$ cat config.mk
export PLATFORM = sky130hd
export DESIGN_NAME = sync_freq_monitor_flat
export DESIGN_NICKNAME = d
export VERILOG_FILES = /design/src/rtl/sync_freq_monitor_if.sv /design/src/rtl/sync_freq_monitor.sv /design/src/flat_wrapper.sv
export SDC_FILE = /design/constraint.sdc
export NUM_CORES = 1
export LEC_CHECK = 0
export BUFFER_PORTS_ARGS = -buffer_cell sky130_fd_sc_hd__buf_2
export CAP_MARGIN = 20
export CORE_MARGIN = 2
export CORE_UTILIZATION = 30
export CTS_BUF_LIST = sky130_fd_sc_hd__clkbuf_16
export DETAILED_ROUTE_END_ITERATION = 10
export PLACE_DENSITY = 0.54
export SYNTH_ARGS = -nofsm -noshare
export SYNTH_HDL_FRONTEND = slang
export SYNTH_SLANG_ARGS = --single-unit
export TNS_END_PERCENT = 10
$ cat constraint.sdc
create_clock -name clk -period 4 [get_ports clk]
set_input_delay 0.2 -clock clk [delete_from_list [all_inputs] [get_ports clk]]
set_output_delay 0.2 -clock clk [all_outputs]
set_load 0.005 [all_outputs]
$ cat src/rtl/sync_freq_monitor_if.sv
// rtl/sync_freq_monitor_if.sv - sync input, fault clear and monitor status bundle (high_time present with SYNC_MON_DUTY_EN)
interface sync_freq_monitor_if #(
  parameter int CW = 16
);
  logic          sync_in;
  logic          fault_clr;
  logic          locked;
  logic          fault;
  logic [CW-1:0] period;
  logic          period_vld;
  logic [7:0]    err_cnt;
`ifdef SYNC_MON_DUTY_EN
  logic [CW-1:0] high_time;

  modport master (
    output sync_in, fault_clr,
    input  locked, fault, period, period_vld, err_cnt, high_time
  );
  modport slave (
    input  sync_in, fault_clr,
    output locked, fault, period, period_vld, err_cnt, high_time
  );
`else
  modport master (
    output sync_in, fault_clr,
    input  locked, fault, period, period_vld, err_cnt
  );
  modport slave (
    input  sync_in, fault_clr,
    output locked, fault, period, period_vld, err_cnt
  );
`endif
endinterface

$ cat src/rtl/sync_freq_monitor.sv
// rtl/sync_freq_monitor.sv - converter sync clock period monitor with lock/fault; SYNC_MON_DUTY_EN adds high_time
module sync_freq_monitor #(
  parameter int CW         = 16,
  parameter int NOM_PERIOD = 67,
  parameter int MIN_PERIOD = 60,
  parameter int MAX_PERIOD = 74,
  parameter int LOCK_CNT   = 8
) (
  input logic                clk,
  input logic                rst,
  sync_freq_monitor_if.slave io_bus
);
  localparam int GW = $clog2(LOCK_CNT + 1);

  typedef enum logic [1:0] {
    S_IDLE    = 2'd0,
    S_ACQUIRE = 2'd1,
    S_LOCKED  = 2'd2,
    S_FAULT   = 2'd3
  } state_t;

  state_t        r_state;
  logic          r_sync_meta;
  logic          r_sync_s;
  logic          r_sync_d;
  logic [CW-1:0] r_cnt;
  logic [GW-1:0] r_good_cnt;
  logic          r_locked;
  logic          r_fault;
  logic [7:0]    r_err_cnt;
  logic [CW-1:0] r_period;
  logic          r_period_vld;

  logic w_rise;
  logic w_timeout;
  logic w_good;
  logic w_clear;
  logic w_measure;

  assign w_rise    = r_sync_s & ~r_sync_d;
  assign w_timeout = (r_cnt == CW'(MAX_PERIOD + 1)) & ~w_rise;
  assign w_good    = (r_cnt >= CW'(MIN_PERIOD)) && (r_cnt <= CW'(MAX_PERIOD));
  // A clear in FAULT takes priority over any coincident edge, which is then not measured
  assign w_clear   = (r_state == S_FAULT) & io_bus.fault_clr;
  // cnt==0 marks "no start edge yet", so the first rise only arms the counter
  assign w_measure = w_rise & (r_cnt != '0) & ~w_clear;

  // Two-flop synchronizer plus one delayed copy for rising-edge detection
  always_ff @(posedge clk or posedge rst) begin
    if (rst) begin
      r_sync_meta <= 1'b0;
      r_sync_s    <= 1'b0;
      r_sync_d    <= 1'b0;
    end else begin
      r_sync_meta <= io_bus.sync_in;
      r_sync_s    <= r_sync_meta;
      r_sync_d    <= r_sync_s;
    end
  end

  // Cycles since the last rise; idles at 0 until armed, saturates instead of wrapping
  always_ff @(posedge clk or posedge rst) begin
    if (rst) begin
      r_cnt <= '0;
    end else if (w_clear || ((r_state == S_ACQUIRE) && w_timeout)) begin
      r_cnt <= '0;
    end else if (w_rise) begin
      r_cnt <= CW'(1);
    end else if ((r_cnt != '0) && !(&r_cnt)) begin
      r_cnt <= r_cnt + CW'(1);
    end
  end

  // Publish the period on each measured edge with a one-cycle valid pulse
  always_ff @(posedge clk or posedge rst) begin
    if (rst) begin
      r_period     <= CW'(NOM_PERIOD);
      r_period_vld <= 1'b0;
    end else begin
      r_period_vld <= w_measure;
      if (w_measure) begin
        r_period <= r_cnt;
      end
    end
  end

  // Lock/fault state machine with registered status outputs
  always_ff @(posedge clk or posedge rst) begin
    if (rst) begin
      r_state    <= S_IDLE;
      r_good_cnt <= '0;
      r_locked   <= 1'b0;
      r_fault    <= 1'b0;
      r_err_cnt  <= 8'd0;
    end else begin
      case (r_state)
        S_IDLE: begin
          if (w_rise) begin
            r_state    <= S_ACQUIRE;
            r_good_cnt <= '0;
          end
        end
        S_ACQUIRE: begin
          if (w_rise) begin
            if (w_good) begin
              r_good_cnt <= r_good_cnt + GW'(1);
              if (r_good_cnt == GW'(LOCK_CNT - 1)) begin
                r_state  <= S_LOCKED;
                r_locked <= 1'b1;
              end
            end else begin
              r_good_cnt <= '0;
            end
          end else if (w_timeout) begin
            r_state <= S_IDLE;
          end
        end
        S_LOCKED: begin
          if ((w_rise && !w_good) || w_timeout) begin
            r_state  <= S_FAULT;
            r_locked <= 1'b0;
            r_fault  <= 1'b1;
            if (r_err_cnt != 8'hFF) begin
              r_err_cnt <= r_err_cnt + 8'd1;
            end
          end
        end
        S_FAULT: begin
          if (io_bus.fault_clr) begin
            r_state    <= S_IDLE;
            r_fault    <= 1'b0;
            r_good_cnt <= '0;
          end
        end
        default: begin
          r_state  <= S_IDLE;
          r_locked <= 1'b0;
          r_fault  <= 1'b0;
        end
      endcase
    end
  end

`ifdef SYNC_MON_DUTY_EN
  logic [CW-1:0] r_high_cnt;
  logic [CW-1:0] r_high_time;

  // High-cycle count per period; the rise cycle itself is already high, hence restart at 1
  always_ff @(posedge clk or posedge rst) begin
    if (rst) begin
      r_high_cnt  <= '0;
      r_high_time <= '0;
    end else begin
      if (w_rise) begin
        r_high_cnt <= CW'(1);
      end else if (r_sync_s && !(&r_high_cnt)) begin
        r_high_cnt <= r_high_cnt + CW'(1);
      end
      if (w_measure) begin
        r_high_time <= r_high_cnt;
      end
    end
  end

  assign io_bus.high_time = r_high_time;
`endif

  assign io_bus.locked     = r_locked;
  assign io_bus.fault      = r_fault;
  assign io_bus.period     = r_period;
  assign io_bus.period_vld = r_period_vld;
  assign io_bus.err_cnt    = r_err_cnt;
endmodule

$ cat src/flat_wrapper.sv
// flat-port wrapper written by rule: the top's interface ports become plain ports
module sync_freq_monitor_flat 
#(
  parameter int CW         = 16,
  parameter int NOM_PERIOD = 67,
  parameter int MIN_PERIOD = 60,
  parameter int MAX_PERIOD = 74,
  parameter int LOCK_CNT   = 8
)
  (clk, rst, io_bus_sync_in, io_bus_fault_clr, io_bus_locked, io_bus_fault, io_bus_period, io_bus_period_vld, io_bus_err_cnt);
  sync_freq_monitor_if #(.CW(CW)) io_bus_i ();
  input logic clk;
  input logic rst;
  input wire logic [$bits(io_bus_i.sync_in)-1:0] io_bus_sync_in;
  input wire logic [$bits(io_bus_i.fault_clr)-1:0] io_bus_fault_clr;
  output wire logic [$bits(io_bus_i.locked)-1:0] io_bus_locked;
  output wire logic [$bits(io_bus_i.fault)-1:0] io_bus_fault;
  output wire logic [$bits(io_bus_i.period)-1:0] io_bus_period;
  output wire logic [$bits(io_bus_i.period_vld)-1:0] io_bus_period_vld;
  output wire logic [$bits(io_bus_i.err_cnt)-1:0] io_bus_err_cnt;
  assign io_bus_i.sync_in = io_bus_sync_in;
  assign io_bus_i.fault_clr = io_bus_fault_clr;
  assign io_bus_locked = io_bus_i.locked;
  assign io_bus_fault = io_bus_i.fault;
  assign io_bus_period = io_bus_i.period;
  assign io_bus_period_vld = io_bus_i.period_vld;
  assign io_bus_err_cnt = io_bus_i.err_cnt;
  sync_freq_monitor #(.CW(CW), .NOM_PERIOD(NOM_PERIOD), .MIN_PERIOD(MIN_PERIOD), .MAX_PERIOD(MAX_PERIOD), .LOCK_CNT(LOCK_CNT)) u_core (.clk(clk), .rst(rst), .io_bus(io_bus_i));
endmodule
* Word level (Yosys, flattened, before mapping)
Cells that the tools add are included.
** Cells by class
- Reductions and logical operators :: 20
- Bitwise operators :: 8
- Eq/ne operators :: 15
- $lt $le $gt $ge :: 2
- Mux-type cells :: 24
- Add/sub/neg operators :: 3
** Operators by type and width (number)
- 16-bit two-way mux :: 3
- 16-bit by 1-bit adder with 16-bit output, second input constant :: 1
- 16-bit by 7-bit equality test with 1-bit output, second input constant :: 1
- 16-bit by 6-bit greater-or-equal comparator with 1-bit output, second input constant :: 1
- 16-bit by 7-bit <= comparator with 1-bit output, second input constant :: 1
- 4-bit two-way mux :: 4
- 16-bit AND reduction :: 1
- 16-bit nonzero test :: 1
- 2-bit two-way mux :: 7
- 4-bit one-hot mux with 3 select lines :: 1
- 8-bit by 1-bit adder with 8-bit output, second input constant :: 1
- 2-bit by 1-bit != test with 1-bit output, second input constant :: 4
- 8-bit != test, second input constant :: 1
- 2-bit one-hot mux with 4 select lines :: 1
- 1-bit two-way mux :: 6
- 3-bit != test, second input constant :: 2
- 3-bit AND reduction :: 2
- 6-bit AND reduction :: 1
- 3-bit nonzero test :: 2
- 1-bit AND :: 5
- 5-bit AND reduction :: 1
- 4-bit by 1-bit adder with 4-bit output, second input constant :: 1
- 2-bit equality test, second input constant :: 2
- 4-bit by 3-bit equality test with 1-bit output, second input constant :: 1
- other kinds (11) :: 21
** Storage, ports and cells
- Register bits after elaboration :: 52
- Output and inout bits :: 27
- Logic and storage cells :: 83

* Depth between registers and ports, before layout
Gate-level depths: netlist (run 1).
- Depth after elaboration :: 7
- Gate-level depth with buffers :: 8
- Gate-level depth less buffers :: 7

* Worst setup path before layout (run 1)
Ideal clock, no wire load.
- Kind :: reg2reg
- Start point :: reg u_core.r_cnt[12]
- End point :: reg u_core.r_err_cnt[1], in the netlist u_core.io_bus.err_cnt[1]
- Data arrival time :: 1.865 ns
- Path buffers :: 0
- Setup time :: 0.125 ns
- Cell stages (with the launch flop) :: 7
- Setup slack :: 2.010 ns
- Clock period less this slack :: 1.990 ns
- Path through :: dfrtp_1 -> nor4_2 -> and3_4 -> nand3_4 -> o2bb2ai_4 -> or3b_4 -> mux2_4
** On the way
- Longest elaborated chain between the ends :: 6
** Ends and longest elaborated chain
- start: declaration :: line sync_freq_monitor.sv:26 : logic [CW-1:0] r_cnt;
- start signal: assignment :: line sync_freq_monitor.sv:70 : r_cnt <= r_cnt + CW'(1);
- 16-bit by 6-bit greater-or-equal comparator with 1-bit output or 16-bit by 7-bit <= comparator with 1-bit output (tied branches) :: line sync_freq_monitor.sv:42 : assign w_good = (r_cnt >= CW'(MIN_PERIOD)) && (r_cnt <= CW'(MAX_PERIOD));
- 1-bit logical AND :: line sync_freq_monitor.sv:42
- 1-bit logical NOT :: line sync_freq_monitor.sv:119 : if ((w_rise && !w_good) || w_timeout) begin
- 1-bit logical AND :: line sync_freq_monitor.sv:119
- 1-bit logical OR (*) :: line sync_freq_monitor.sv:119
- 3-bit AND reduction (no line) (*)
- end signal: assignment :: line sync_freq_monitor.sv:124 : r_err_cnt <= r_err_cnt + 8'd1;
- end: declaration :: line sync_freq_monitor.sv:30 : logic [7:0] r_err_cnt;
Every way passes the cells marked *; elsewhere a longest branch is shown, timed or not.
A chain may end at the register's enable or synchronous reset.

* Worst setup path in the final report (run 1)
- Start point :: reg u_core.r_cnt[12]
- End point :: reg u_core.r_period[8], in the netlist u_core.io_bus.period[8]
** On the way
- Longest elaborated chain between the ends :: 3
** Ends and longest elaborated chain
- 16-bit nonzero test :: line sync_freq_monitor.sv:46 : assign w_measure = w_rise & (r_cnt != '0) & ~w_clear;
- 1-bit AND (2 in series) :: line sync_freq_monitor.sv:46
- end signal: assignment :: line sync_freq_monitor.sv:77 : r_period <= CW'(NOM_PERIOD);
- end signal: assignment :: line sync_freq_monitor.sv:82 : r_period <= r_cnt;
- end: declaration :: line sync_freq_monitor.sv:31 : logic [CW-1:0] r_period;
Every way passes these cells.

==> results of run 1 <==
-- cells in the final DEF, fill, tap and decap left out, drive strengths merged, types with 2 or more instances in the layout --
cell type,netlist,final
and4,2,2
a21o,3,3
dfstp,3,3
nor2b,2,2
o21ai,10,10
xnor2,8,8
nand2b,3,3
o22ai,2,2
o31ai,2,2
inv,9,11
ha,4,4
nand2,22,22
clkbuf,2,5
buf,5,31
nand3,11,11
or3,2,2
dfrtp,49,49
mux2,16,16
nor2,22,22
and3,5,5
nor3,11,11
a21oi,4,4
nand4,8,8
nor4,3,3
nor4b,2,2
or2,2,2
xor2,13,13
-- how the worst max path moves through the flow --
stage,slack (ns),end,cells after the start
3_5_place_dp,1.47,u_core.io_bus.period[8],5
6_report,1.52,u_core.io_bus.period[8],5
3_3_place_gp,1.50,u_core.io_bus.period[12],5
5_1_grt,1.34,u_core.io_bus.period[10],5
4_1_cts,1.47,u_core.io_bus.period[8],5
2_1_floorplan,2.01,u_core.io_bus.err_cnt[1],6
-- critical path: stages (launching register included) --
cell and delay [ns]:
dfrtp_1 0.43, nor4_2 0.34, nand3_1 0.17, or2_2 0.34, nand3_1 0.68, mux2_2 0.41
-- sequential cells by signal, indices dropped and copies added, names as in the netlist, named ones only --
| register | count |
|---|---|
| u_core.r_sync_d | 1 |
| u_core.io_bus.locked | 1 |
| u_core.r_sync_meta | 1 |
| u_core.io_bus.period_vld | 1 |
| u_core.io_bus.err_cnt | 8 |
| u_core.r_good_cnt | 4 |
| u_core.io_bus.fault | 1 |
| u_core.r_cnt | 16 |
| u_core.io_bus.period | 16 |
| u_core.r_sync_s | 1 |
| u_core.r_state | 1 |
-- cell type report --
type	count	area, um2	share of cell area
clock inverter	3	12.5	0.00427
timing repair buffer	32	180	0.0615
clock buffer	5	125	0.0427
sequential	52	1310	0.446
tap	105	131	0.0449
inverter	9	33.8	0.0115
multi-input combinational	165	1140	0.389
-- cell families after synthesis --
group	after synthesis	synth area share
xor gates and xnor gates	21	0.0732
DFF	52	0.520
buffers and inverters	16	0.0264
muxes	16	0.0732
adders and majority gates	4	0.0199
and+or+nand+nor	97	0.211
AOI/OAI and AO/OA	27	0.0767
-- layer usage --
metal,routed length [um],share of wire
met5,0,0
met1,2320,0.50
met4,48,0.010
met2,2110,0.45
met3,203,0.043
-- per-stage QoR --
step | instance area [um2] | power (mW) | hold WS [ns]
3_3_place_gp | 2760 | 0.877 | 0.310
3_5_place_dp | 2780 | 0.883 | 0.277
2_1_floorplan | 2510 | 0.813 | 0.231
5_1_grt | 2930 | 1.35 | 0.0120
4_1_cts | 2930 | 1.29 | 0.0140
6_report | 2930 | 1.27 | 0.0193
-- power groups by stage --
stage | Combinational, mW | Clock (mW) | Sequential, mW
floorplan | 0.193 | 0 | 0.619
global placement | 0.234 | 0 | 0.643
detailed placement | 0.239 | 0 | 0.644
CTS | 0.240 | 0.417 | 0.634
global route | 0.269 | 0.444 | 0.640
finish | 0.234 | 0.399 | 0.633
==> run summary, run 1 <==
• 8180 um2 — placeable core region
• met2 — layer carrying the most global-route usage
• 31 — number of placed I/O pins
• 403 MHz — Peak Freq
• 0.778 — global placer's final weighted congestion
• 1.42 nW — LEAKAGE
• 0.189 mV — maximum ir drop on the vdd rail
• 4 — 1st-pass router iterations
• 0.892 ns — actual transition at the worst max-transition pin
• u_core.r_cnt[12] — worst setup path start
• 0.115 — GRT Util Overall
• 0.06 ns — Clock transition at path regs
• 0 — count of endpoints failing hold in the final timing report
• u_core.r_sync_meta — end of the worst hold path
• u_core.r_cnt[12] — source of the worst register-to-register timing path
• 273 — Nets
• 10.8 um2 — Avg Inst Size Synth
• dfrtp_1 — most used flip-flop cell after synthesis
• 362 — DP Cell Count
• 30 — number of buffers added on ports
• dfrtp_1 (49%), mux2_2 (6.7%), xor2_1 (4.5%), nand2_1 (3.3%), dfstp_2 (3.1%) — largest cells by area after synthesis
• 233 — number of instances in the synthesized netlist
• clkbuf_16 — buffer type at the clock tree root
• yes — TritonCTS clock tree
• 52 — register bit total from synthesis
• 0.160 — global-route met1 utilization
• 0.488 — area share of the largest cell type after synthesis
• 1.52 ns — Worst R2R Setup Slack
• false — setup repair after global routing missed its margin
• 29 — pin count of the biggest net entering global routing
• complete, no violations — run status
• 0 ns — final total negative setup slack
• 0 — setup fix buffers added after clock tree synthesis
• 0.520 — portion of the post-synthesis area used by sequential elements
• 0.279 — switching fraction of total power
• 0 — total DRC errors in the routed layout
• 52 — Sinks on Clock Net
• 3450 um — half-perimeter wire length after detailed placement
• 0.500 — part of the total power dissipated in sequential elements
• 95.5 um — width of the die
• 0 — Overflow after GRT
• 2510 um2 — total standard cell area after synthesis
• 1 — Post-CTS Hold Buffers
• io_bus_sync_in — start point of the worst hold path
• 858 — layout filler cell count
• 4.16 ns — WP data required
• 5 — length in cells of the worst reg-to-reg path
• 2.48 ns — final critical-path required period
• 353 uW — switching power total
• 0 — count of max-cap constraint violations
• 2.65 ns — worst endpoint data arrival time
• 33 — FP Rows
• 0 — Final setup viols
• 1755 — Vias
• dfrtp_1 (49), nand2_1 (22), nor2_1 (21), mux2_2 (15), xor2_1 (13) — cell types with the highest counts after synthesis
• 0.358 — utilization after layout
• 913 uW — internal power of the cells
• 0 — number of enable flip-flop cells after synthesis
• 0.185 — combinational share of power
• 69 — initial DRC count
• 1.52 ns — final setup slack of the worst path
• 1.47 ns — pre-CTS setup slack
• dfrtp_1 — area leader, netlist
• 2 — buffer levels on the longest clock path
• 0.0261 — met3 track utilization from global routing
• 1 — depth of the worst hold-timing path
• 0.252 — ratio of cells with drive above 1 in the final layout
• 0 — # resized after CTS
• 2 — number of H-tree branching levels
• 1734 — number of global-route vias before repair
• 0 — Max Slew Vio Count
• 20 — Crit Path Max Fanout
• in -> reg — HP Class
• 0.28 ns — worst-skew pair later-pin latency
• 16.6% — synthesis-to-finish area growth
• 0.404 — max_slew headroom
• 0.00448 ns — Layout Skew
• 8290 um — wire length of the first global-routing pass
• 0.621 — crit share post-route
• 432 nW/um2 — power per cell area
• reg -> reg — type of the setup path with the least slack
• 0.315 — clock network power share
• flop — critical path launch point type
• 0 — number of antenna violations at the first check in global routing
• 241 — synthesized netlist net count
• 4680 um — detailed-route wire length
• 1.00 — share of async-settable or async-resettable flops after synthesis
• 9120 um2 — die area
• 0.178 — routing usage on met2
• flop — critical path capture point type
• 43 — number of library cell types mapped by synthesis
• 0.307 — initial standard-cell utilization of the core
• 4.73 — via/cell ratio
• 5 — cts bufs inserted
• u_core.io_bus.period[8] — destination of the worst register-to-register timing path
• 371 — non-filler cells, final
• dfrtp_1 — cell with the most instances after synthesis
• 12.6 um — Wirelength per Cell
• 0 — Ys Warns
• 95.5 um — Die Y
• 0 — remaining antenna violation count
• 0 — Antenna Diode Count
Note: power is estimated with default switching activity, not from simulation.
==> inputs of run 2 (changes only) <==
- clock period: 4 -> 2.3 ns (I/O delays scaled with it)
==> run summary, run 2 (synthesized netlist as in run 1, its figures left out) <==
• flop — critical path capture point type
• flop — critical path launch point type
• 0 — total DRC errors in the routed layout, unchanged
• 0.301 mV — maximum ir drop on the vdd rail, +59%
• 5 — cts bufs inserted, unchanged
• 467 MHz — Peak Freq, +16%
• 1768 — number of global-route vias before repair, +2.0%
• 6 — length in cells of the worst reg-to-reg path, +1
• 0.363 — utilization after layout, +0.00536
• 0.194 — combinational share of power, +0.009
• 2.48 ns — WP data required, -1.68 ns
• 368 — DP Cell Count, +1.7%
• 2970 um2 — Finished Cell Area, +1.5%
• 15 — count of endpoints failing hold in the final timing report, +15
• 0.265 — ratio of cells with drive above 1 in the final layout, +0.0128
• 13.0 um — Wirelength per Cell, +3.1%
• 0 — remaining antenna violation count, unchanged
• 2.14 ns — final critical-path required period, -0.342 ns
• clkbuf_16 — buffer type at the clock tree root
• dfrtp_1 (49), buf_2 (30), nand2_1 (22) — commonest non-fill, non-tap cells in the layout
• 2.32 ns — worst endpoint data arrival time, -0.33 ns
• 1789 — Vias, +1.9%
• 8400 um — wire length of the first global-routing pass, +1.3%
• 118 — initial DRC count, +71%
• 0.649 ns — actual transition at the worst max-transition pin, -0.243 ns
• 2.25 mW — total power draw, +78%
• u_core.io_bus.err_cnt[1] — destination of the worst register-to-register timing path
• negative hold slack — violations in the final reports
• 31 — number of placed I/O pins, unchanged
• 0.317 — clock network power share, +0.002
• -0.0116 ns — final worst hold slack, -0.0310 ns
• false — setup repair after global routing missed its margin
• 2 — buffer levels on the longest clock path, unchanged
• dfrtp_1 — most common cell after layout, fill and taps aside
• 279 — Nets, +2.2%
• 0.307 — initial standard-cell utilization of the core, unchanged
• 9 — Crit Path Max Fanout, -55%
• 0.287 — switching fraction of total power, +0.00834
• 33 — FP Rows, unchanged
• 0.930 — crit share post-route, +0.310
• 2830 um2 — Cell Area, Placed, +1.6%
• 8180 um2 — placeable core region, unchanged
• 3460 um — half-perimeter wire length after detailed placement, +0.39%
• 4.75 — via/cell ratio, +0.31%
• 0 — setup fix buffers added after clock tree synthesis, unchanged
• 52 — Sinks on Clock Net, unchanged
• 30 — number of buffers added on ports, unchanged
• 4910 um — detailed-route wire length, +4.8%
• 95.5 um — Die Y, unchanged
• 0 — number of antenna violations at the first check in global routing, unchanged
• 18.3% — synthesis-to-finish area growth
• 0 — Overflow after GRT, unchanged
• u_core.r_cnt[2] — source of the worst register-to-register timing path
• 0.29 ns — worst-skew pair later-pin latency, about the same
• 2 — number of H-tree branching levels, unchanged
• yes — TritonCTS clock tree
• 377 — non-filler cells, final, +1.6%
• 95.5 um — width of the die, unchanged
• 0 — Final setup viols, unchanged
• 1 — Post-CTS Hold Buffers, unchanged
• 857 — layout filler cell count, -0.12%
• 0.490 — part of the total power dissipated in sequential elements, -0.010
• 0 — Max Slew Vio Count, unchanged
• 1.45 nW — LEAKAGE, +1.7%
• 0.119 — GRT Util Overall, +0.00397
• 0 — count of max-cap constraint violations, unchanged
• 4 — 1st-pass router iterations, unchanged
• 9120 um2 — die area, unchanged
• 0.00826 ns — Layout Skew, +0.00378 ns
• reg -> reg — type of the setup path with the least slack
• 646 uW — switching power total, +83%
• 0 ns — final total negative setup slack, unchanged
• 0.150 ns — pre-CTS setup slack, -1.32 ns
• 53 — pin count of the biggest net entering global routing, +83%
• 0.567 — max_slew headroom, +0.164
• 0.07 ns — Clock transition at path regs, about the same
• 0 — Antenna Diode Count, unchanged
• in -> async — HP Class
• 1.60 mW — internal power of the cells, +76%
• 757 nW/um2 — power per cell area, +75%
• 0.804 — global placer's final weighted congestion, +3.3%
• finished with violations — run status
• 0 — # resized after CTS, unchanged
• 0.160 ns — final setup slack of the worst path, -1.36 ns
• 0.16 ns — Worst R2R Setup Slack, -1.36 ns
run 2: cell types whose count changed in the layout (fill, tap and decap cells not counted):
cell,before,now
buf_4,0,6
clkinv_1,0,2
clkinv_2,1,0
inv_1,10,9
run 2: power groups by stage:
stage / Sequential [mW] / Clock, mW / Combinational (mW)
finish: 1.10 / 0.712 / 0.436
detailed placement: 1.12 / 0 / 0.438
global route: 1.12 / 0.769 / 0.493
CTS: 1.10 / 0.728 / 0.443
global placement: 1.12 / 0 / 0.434
floorplan: 1.08 / 0 / 0.336
run 2: critical path, cell delays in order, from the launching register on:
cell	delay, ns
dfrtp_1	0.49
a21o_1	0.21
a2111oi_2	0.49
nor2_2	0.12
o2bb2ai_4	0.25
or3b_4	0.20
mux2_4	0.29
run 2: area by class of cell:
class	instances	area (um2)	share of cell area
multi-input combinational	165	1140	0.384
clock buffer	5	125	0.0421
timing repair buffer	38	225	0.0758
inverter	9	33.8	0.0114
clock inverter	3	11.3	0.00379
sequential	52	1310	0.439
tap	105	131	0.0442
run 2: layer usage:
metal  up-vias  GRT usage  wire length, um
li1        893          -                -
met4         0     0.0464               89
met3         7     0.0292              195
met2        31      0.186             2170
met1       858      0.159             2460
met5         -          0                0
run 2: how the worst max path moves through the flow:
stage	startpoint	end	slack (ns)
after floorplan	u_core.r_cnt[12]	u_core.io_bus.err_cnt[1]	0.31
after global placement	u_core.r_cnt[2]	u_core.io_bus.err_cnt[1]	0.21
after detailed placement	u_core.r_cnt[2]	u_core.io_bus.err_cnt[1]	0.15
after CTS	u_core.r_cnt[2]	u_core.io_bus.err_cnt[1]	0.14
after global routing	u_core.r_cnt[2]	u_core.io_bus.err_cnt[1]	0.04
final	u_core.r_cnt[2]	u_core.io_bus.err_cnt[1]	0.16
==> inputs of run 3 (changes only) <==
- CORE_UTILIZATION: 30 -> 57
- PLACE_DENSITY: 0.54 -> 0.86
==> run summary, run 3 (synthesized netlist as in run 1, its figures left out) <==
• 2 — number of H-tree branching levels, unchanged
• 5 — cts bufs inserted, unchanged
• 0 — # resized after CTS, unchanged
• dfrtp_1 (49), buf_2 (30), nand2_1 (22) — commonest non-fill, non-tap cells in the layout
• 0 ns — final total negative setup slack, unchanged
• 0 — Antenna Diode Count, unchanged
• 0.217 — GRT Util Overall, +0.0976
• 468 MHz — Peak Freq, +0.10%
• 0.205 ns — pre-CTS setup slack, +0.0545 ns
• 52 — Sinks on Clock Net, unchanged
• 5.67 — via/cell ratio, +19%
• 0.29 ns — worst-skew pair later-pin latency, about the same
• 15.8% — synthesis-to-finish area growth
• 21 — pin count of the biggest net entering global routing, -60%
• 4950 um2 — die area, -46%
• flop — critical path launch point type
• 0 — number of antenna violations at the first check in global routing, unchanged
• 70.4 um — Die Y, -26%
• 0 — Overflow after GRT, unchanged
• 2750 um2 — Cell Area, Placed, -2.6%
• 0 — setup fix buffers added after clock tree synthesis, unchanged
• yes — TritonCTS clock tree
• 3480 um — half-perimeter wire length after detailed placement, +0.54%
• 30 — number of buffers added on ports, unchanged
• 24 — FP Rows, -27%
• 2.31 ns — worst endpoint data arrival time, about the same
• 0.538 ns — actual transition at the worst max-transition pin, -0.111 ns
• 279 — Nets, unchanged
• false — setup repair after global routing missed its margin
• 0.16 ns — Worst R2R Setup Slack, about the same
• 0.361 mV — maximum ir drop on the vdd rail, +20%
• 9 — Crit Path Max Fanout, unchanged
• dfrtp_1 — most common cell after layout, fill and taps aside
• 31 — number of placed I/O pins, unchanged
• 0.06 ns — Clock transition at path regs, about the same
• 1882 — number of global-route vias before repair, +6.4%
• 2910 um2 — Finished Cell Area, -2.1%
• 0.00238 ns — Layout Skew, -0.00588 ns
• 0.929 — crit share post-route, -0.000975
• 0 — count of max-cap constraint violations, unchanged
• 0 — remaining antenna violation count, unchanged
• 768 nW/um2 — power per cell area, +1.4%
• 2.14 ns — final critical-path required period, -0.00224 ns
• in -> reg — HP Class
• 344 — layout filler cell count, -60%
• 2 — buffer levels on the longest clock path, unchanged
• 0.163 ns — final setup slack of the worst path, +0.00224 ns
• reg -> reg — type of the setup path with the least slack
• 2.47 ns — WP data required, about the same
• complete, no violations — run status
• 0 — total DRC errors in the routed layout, unchanged
• 127 — initial DRC count, +7.6%
• 4290 um2 — placeable core region, -47%
• 2.23 mW — total power draw, -0.79%
• 0 — count of endpoints failing hold in the final timing report, -15
• 0.261 — ratio of cells with drive above 1 in the final layout, -0.00368
• 0.585 — initial standard-cell utilization of the core, +0.278
• 1837 — Vias, +2.7%
• 0.677 — utilization after layout, +0.314
• 0 — Max Slew Vio Count, unchanged
• 0.641 — max_slew headroom, +0.0737
• 0 — Final setup viols, unchanged
• 1.45 nW — LEAKAGE, +0.24%
• 0.818 — global placer's final weighted congestion, +1.8%
• 4890 um — detailed-route wire length, -0.35%
• 4 — 1st-pass router iterations, unchanged
• 8400 um — wire length of the first global-routing pass, unchanged
• 70.4 um — width of the die, -26%
• flop — critical path capture point type
• 15.1 um — Wirelength per Cell, +16%
• clkbuf_16 — buffer type at the clock tree root
run 3: worst max-delay path, cell delays in order, from the launching register on:
cell and delay [ns]:
dfrtp_1 0.43, nor4_2 0.32, and3_4 0.26, nand3_4 0.09
o2bb2ai_4 0.18, nor4b_1 0.37, mux2_2 0.38
run 3: metal layers:
layer  vias up  part of all wire  GRT usage
met2        43              0.50      0.357
met1       888              0.45      0.272
met3        10             0.034     0.0462
met5         -                 0          0
met4         0             0.020      0.100
li1        896                 -          -
run 3: cell type report:
type                    count  area [um2]  area share
flip-flops and latches     52        1310       0.449
multi-input cells         165        1140       0.392
repair buffers             38         228      0.0783
clock buffers               5         125      0.0430
well taps                  52        65.1      0.0224
inverters                   9        33.8      0.0116
clock inverters             3        11.3     0.00387
run 3: where the power goes:
group	switching, mW	total (mW)	internal, mW
Sequential	0.0892	1.10	1.01
Combinational	0.236	0.441	0.205
Clock	0.300	0.692	0.392
Total	0.625	2.23	1.61
run 3: repair_timing:
item                                    CTS  global route
hold endpoints to repair                 16             0
endpoints found under the setup margin    0             0
hold buffers                              2             0
run 3: worst paths after layout:
path	start	depth (start not counted)	to
worst max-delay path	u_core.r_cnt[12]	6	u_core.io_bus.err_cnt[6]
worst min-delay path	io_bus_fault_clr	4	flop
worst max register to register	u_core.r_cnt[12]	6	u_core.io_bus.err_cnt[6]
worst min register to register	u_core.r_sync_meta	0	u_core.r_sync_s
max in group asynchronous	rst	4	u_core.io_bus.period[6]
min in group asynchronous	rst	3	u_core.io_bus.period[14]
run 3: stage by stage:
stage / hold WS, ns / std cells
3_5_place_dp: 0.0993 / 314
4_1_cts: 0.145 / 324
2_1_floorplan: 0.146 / 233
3_3_place_gp: 0.0928 / 314
5_1_grt: 0.172 / 324
6_report: 0.149 / 324
